$ cat src/rtl/mem_access_pkg.sv
// Shared state encoding, Funct3 encodings and lane helpers for the data-memory access path.
package mem_access_pkg;

  typedef enum logic [1:0] {IDLE, ACCESS, WAIT, RESP} state_t;

  localparam logic [2:0] F3_B  = 3'b000;
  localparam logic [2:0] F3_H  = 3'b001;
  localparam logic [2:0] F3_W  = 3'b010;
  localparam logic [2:0] F3_BU = 3'b100;
  localparam logic [2:0] F3_HU = 3'b101;

  function automatic logic [3:0] byte_en(input logic [2:0] f3, input logic [1:0] off);
    case (f3[1:0])
      2'b00:   return 4'b0001 << off;
      2'b01:   return 4'b0011 << off;
      default: return 4'b1111;
    endcase
  endfunction

  // Misalignment is judged on the size bits alone; the opcode check catches the rest.
  function automatic logic access_err(input logic rd, input logic wr,
                                      input logic [2:0] f3, input logic [1:0] off);
    logic mis;
    mis = (f3[1:0] == 2'b01 && off[0]) || (f3[1:0] == 2'b10 && off != 2'b00);
    if (rd) return mis || f3 == 3'b011 || f3 == 3'b110 || f3 == 3'b111;
    if (wr) return mis || f3 > F3_W;
    return 1'b0;
  endfunction

endpackage

$ cat src/rtl/load_extend.sv
// Selects the addressed byte/halfword lane of a read word and sign- or zero-extends it.
// Purely combinational.
module load_extend
  import mem_access_pkg::*;
#(
  parameter int DATA_W = 32
) (
  input  logic [DATA_W-1:0] i_rd,
  input  logic [1:0]        i_off,
  input  logic [2:0]        i_funct3,
  output logic [DATA_W-1:0] o_data
);

  logic [DATA_W-1:0] w_lane;

  assign w_lane = i_rd >> {i_off, 3'b000};

  always_comb begin
    o_data = w_lane;
    case (i_funct3)
      F3_B:    o_data = {{(DATA_W-8){w_lane[7]}}, w_lane[7:0]};
      F3_H:    o_data = {{(DATA_W-16){w_lane[15]}}, w_lane[15:0]};
      F3_BU:   o_data = {{(DATA_W-8){1'b0}}, w_lane[7:0]};
      F3_HU:   o_data = {{(DATA_W-16){1'b0}}, w_lane[15:0]};
      default: o_data = w_lane;
    endcase
  end

endmodule

$ cat src/rtl/mem_access_unit.sv
// Load/store sequencer between EX/MEM and a synchronous data memory: load 3 cycles, store 2, error/no-op 1.
// req_ready only in IDLE; the response is a single-cycle pulse with no backpressure.
module mem_access_unit
  import mem_access_pkg::*;
#(
  parameter int DM_ADDRESS = 9,
  parameter int DATA_W     = 32
) (
  input  logic                  clk,
  input  logic                  reset,
  input  logic                  req_valid,
  output logic                  req_ready,
  input  logic                  MemRead,
  input  logic                  MemWrite,
  input  logic [2:0]            Funct3,
  input  logic [DATA_W-1:0]     addr,
  input  logic [DATA_W-1:0]     wdata,
  output logic                  rsp_valid,
  output logic [DATA_W-1:0]     rdata,
  output logic                  err,
  output logic [DM_ADDRESS-1:0] dm_a,
  output logic [DATA_W-1:0]     dm_wd,
  output logic                  dm_re,
  output logic [3:0]            dm_we,
  input  logic [DATA_W-1:0]     dm_rd
);

  state_t                r_state;
  logic [DM_ADDRESS-1:0] r_addr;
  logic [DATA_W-1:0]     r_wdata;
  logic [2:0]            r_funct3;
  logic                  r_mem_read;
  logic                  r_mem_write;
  logic [DATA_W-1:0]     r_rdata;
  logic                  r_err;

  logic                  w_acc_err;
  logic                  w_is_store;
  logic [DATA_W-1:0]     w_ext;
  logic                  w_unused_addr;

  assign w_acc_err     = access_err(MemRead, MemWrite, Funct3, addr[1:0]);
  assign w_is_store    = r_mem_write && !r_mem_read;
  assign w_unused_addr = ^addr[DATA_W-1:DM_ADDRESS];

  load_extend #(.DATA_W(DATA_W)) u_load_extend (
    .i_rd     (dm_rd),
    .i_off    (r_addr[1:0]),
    .i_funct3 (r_funct3),
    .o_data   (w_ext)
  );

  always_ff @(posedge clk or negedge reset) begin
    if (!reset) begin
      r_state     <= IDLE;
      r_addr      <= '0;
      r_wdata     <= '0;
      r_funct3    <= '0;
      r_mem_read  <= 1'b0;
      r_mem_write <= 1'b0;
      r_rdata     <= '0;
      r_err       <= 1'b0;
    end else begin
      case (r_state)
        IDLE: begin
          if (req_valid) begin
            r_addr      <= addr[DM_ADDRESS-1:0];
            r_wdata     <= wdata;
            r_funct3    <= Funct3;
            r_mem_read  <= MemRead;
            r_mem_write <= MemWrite;
            r_err       <= w_acc_err;
            r_rdata     <= '0;
            r_state     <= (w_acc_err || !(MemRead || MemWrite)) ? RESP : ACCESS;
          end
        end
        ACCESS: r_state <= r_mem_read ? WAIT : RESP;
        WAIT: begin
          r_rdata <= w_ext;
          r_state <= RESP;
        end
        RESP:    r_state <= IDLE;
        default: r_state <= IDLE;
      endcase
    end
  end

  // Memory strobes decode straight off the state so an async reset kills them mid-cycle.
  assign req_ready = (r_state == IDLE);
  assign rsp_valid = (r_state == RESP);
  assign dm_re     = (r_state == ACCESS) && r_mem_read;
  assign dm_we     = ((r_state == ACCESS) && w_is_store) ? byte_en(r_funct3, r_addr[1:0]) : 4'b0000;
  assign dm_a      = {r_addr[DM_ADDRESS-1:2], 2'b00};
  assign rdata     = r_rdata;
  assign err       = r_err;

  always_comb begin
    case (r_funct3[1:0])
      2'b00:   dm_wd = {4{r_wdata[7:0]}};
      2'b01:   dm_wd = {2{r_wdata[15:0]}};
      default: dm_wd = r_wdata;
    endcase
  end

endmodule

$ cat config.mk
export PLATFORM = sky130hd
export DESIGN_NAME = mem_access_unit
export DESIGN_NICKNAME = d
export VERILOG_FILES = /design/src/rtl/mem_access_pkg.sv /design/src/rtl/load_extend.sv /design/src/rtl/mem_access_unit.sv
export SDC_FILE = /design/constraint.sdc
export NUM_CORES = 1
export LEC_CHECK = 0
export BUFFER_PORTS_ARGS = -buffer_cell sky130_fd_sc_hd__clkbuf_2
export CAP_MARGIN = 10
export CORE_MARGIN = 5
export CORE_UTILIZATION = 50
export DETAILED_ROUTE_END_ITERATION = 6
export GPL_TIMING_DRIVEN = 0
export HOLD_SLACK_MARGIN = 0.15
export PLACE_DENSITY = 0.84
export SYNTH_ARGS = -nofsm -noshare
export SYNTH_HDL_FRONTEND = slang
export SYNTH_SLANG_ARGS = --single-unit
$ cat constraint.sdc
create_clock -name clk -period 3 [get_ports clk]
set_clock_uncertainty 0.1 [all_clocks]
set_input_delay 0.3 -clock clk [delete_from_list [all_inputs] [get_ports clk]]
set_output_delay 0.3 -clock clk [all_outputs]
set_load 0.03 [all_outputs]
==> results.json <==
{
  "dieArea_sq_mm": 0.01023,
  "crit_chain": "buf_1 -> clkbuf_1 -> inv_1 -> a21oi_1 -> clkbuf_2",
  "floorplan.initialDensity_pct": 50.81,
  "synth.distinct_cells": 36,
  "crit_slowest_cell": "buf_1",
  "grt_pass1_vias": 4210,
  "layout_commonest_cell": "clkbuf_2",
  "fin_tns_setup_ns": 0,
  "path_max_fanout": 10,
  "antenna_found_initial": 0,
  "grt_setup_unrepaired": "no",
  "grt_pass1_wl_microns": 22200,
  "place.gp.congestion": 0.8153,
  "wl_microns": 14090,
  "status": "completed",
  "cts_max_level": 3,
  "syn_to_final_growth_pct": 40.87,
  "hold_viol": 0,
  "arrival_ns": 2.36,
  "cts.reportedPaths.clkPinSlew_ns": 0.08,
  "powerDensity_mw_per_mm2": 1245,
  "rr_startpoint": "r_state[0]",
  "avgRoutedWirePerCell_microns": 20.30,
  "final_cell_mix": "158 x clkbuf_2, 81 x dfrtp_1, 69 x mux2_2, 53 x dlygate4sd3_1, 31 x o21ai_0",
  "min_from": "dm_rd[25]",
  "tightestPinTransition_ns": 0.7968,
  "worst_setup_path_start_kind": "flop",
  "clockRootBuffer": "clkbuf_8",
  "synth_area_sq_mm": 0.004154,
  "holdCritPathClass": "input port to flop",
  "grt_overflow": 0,
  "initialDrtViolationCount": 119,
  "antenna_cells": 0,
  "setup_violations": 0,
  "clock.fmax_ghz": 0.3622,
  "die_x_microns": 101.2,
  "synth.avg_cell_area_sq_um": 11.57,
  "num_rows": 33,
  "p_leak_nw": 2.896,
  "place_hpwl_microns": 9288,
  "drive_gt1_share_pct": 47.37,
  "grt_max_degree": 53,
  "ir_drop_mv": 0.8768,
  "report.final.slew_viol_count": 0,
  "dpl_worst_slack_ns": 0.6667,
  "end_kind": "primary output",
  "vias_per_cell": 5.588,
  "relSlewSlack_pct": 46.88,
  "maxCapViolations": 0,
  "detail_route.first_pass.iterations": 4,
  "clock-sinks": 81,
  "ys_seq_area_share_pct": 48.80,
  "clockBufferDepth": 2,
  "worst_slack_ns": 0.2392,
  "cp.required_ns": 2.60,
  "ctsResizeCount": 0,
  "design.core.area_sq_mm": 0.008175,
  "fill_cells": 563,
  "ys_ff_latch": 81,
  "yosysTopAreaCellShare_pct": 48.80,
  "final_nets": 692,
  "critPathMaxStageDelay_ns": 0.52,
  "critical_path_class": "flop to primary output",
  "hold_buffers": 53,
  "clk_latency_ns": 0.35,
  "syn_inst": 359,
  "portBuffers": 159,
  "yosys.area.top_type": "dfrtp_1",
  "synth_area_leaders": "dfrtp_1 49%, mux2_2 19%, mux2i_1 5.5%, o21ai_0 3.7%, buf_4 3.1%",
  "die_h_microns": 101.2,
  "critPathLaunch": "r_funct3[1]",
  "route.antenna.remaining_nets": 0,
  "grtUsageTotal_pct": 28.25,
  "cts_tree": "yes",
  "io_pins": 185,
  "drc": 0,
  "cts_inserted_buffers": 9,
  "period_needed_ns": 2.761,
  "ys_warn_count": 0,
  "fin_crit_sh_pct": 92.03,
  "via_count": 3878,
  "post-cts-setup-buffer-count": 0
}
registers in the layout, summed over array words and instances (netlist names):
signal and cells:
r_wdata 32, rdata 32, r_addr 9, r_funct3 3
r_state 2, err 1, r_mem_read 1, r_mem_write 1
cells by family after synthesis:
logic type | synth area share, %
adders and majority gates | 1.205
muxes | 25.15
buffers and inverters | 6.144
DFF | 48.80
and+or+nand+nor | 4.789
AOI/OAI and AO/OA | 13.83
other | 0.09027
power breakdown:
group          leakage [nW]  total [W]  switching, W  internal (W)
sequential            0.997    0.00202      0.000397       0.00162
clock                 0.103   0.000837      0.000406      0.000431
combinational          1.80    0.00443       0.00279       0.00164
total                  2.90    0.00728       0.00359       0.00369
final cells by class:
cell class / count / area (sq um) / area share [%]
plain buffers: 38 / 225.2 / 3.849
well taps: 105 / 131.4 / 2.245
multi-input cells: 233 / 1876 / 32.05
inverters: 8 / 30.03 / 0.5131
clock inverters: 4 / 51.30 / 0.8766
repair buffers: 213 / 1356 / 23.18
clock buffers: 12 / 155.1 / 2.651
flip-flops and latches: 81 / 2027 / 34.64
synth_stat cells:
cell        n
inv_2       1
nand2b_1    2
a22o_1      8
buf_6       1
buf_4      17
buf_1       3
ha_1        4
a211oi_1    1
nor2_1     12
conb_1      1
buf_2       9
mux2_4      1
a21boi_1    1
o2111ai_2   1
inv_1       6
mux2_2     69
a21oi_2     1
a221o_1     8
o21ai_0    31
a21oi_1    22
clkbuf_1    8
a2111oi_4   1
a22oi_2     1
nand2_1    29
nor4_1      1
a2111o_1    1
mux2i_1    23
or2_2       1
and2_1      1
and2b_1     1
dfrtp_1    81
nor2b_1     1
mux4_2      1
o221ai_1    1
o211ai_1    8
clkinv_1    1
stage by stage:
step / total power, W / util (%) / cells / area, sq um / hold slack, ns
final: 0.007284 / 71.58 / 694 / 5852 / 0.1626
after global placement: 0.006131 / 62.20 / 624 / 5085 / 0.3670
after CTS: 0.007166 / 71.58 / 694 / 5852 / 0.1594
after detailed placement: 0.006264 / 62.57 / 625 / 5115 / 0.2104
after global routing: 0.007658 / 71.58 / 694 / 5852 / 0.1661
after floorplan: 0.005047 / - / 360 / 4158 / -0.09559
path summary, 6_finish.rpt:
kind,slack (ns),cells past startpoint,endpoint
max in group asynchronous,1.82,3,r_wdata[27]
min reg2reg,0.39,2,rdata[1]
max reg2reg,0.62,6,rdata[25]
min,0.16,2,rdata[25]
max,0.24,5,dm_we[0]
min in group asynchronous,0.37,2,rdata[20]
critical path, delay by kind of cell, from the launching register on:
family	cells	cell delay, ns
flops	1	0.40
compound gates	1	0.19
buf+inv	4	1.42
layer usage:
metal | part of all wire, % | wire length [microns] | global-route usage (%) | vias to the layer above
li1 | - | - | - | 1723
met4 | 3.3 | 465 | 12.88 | 0
met2 | 49 | 6901 | 47.13 | 227
met1 | 38 | 5411 | 34.58 | 1882
met3 | 9.3 | 1312 | 6.956 | 46
met5 | 0 | 0 | 0 | -
(Power assumes the default switching activity.)
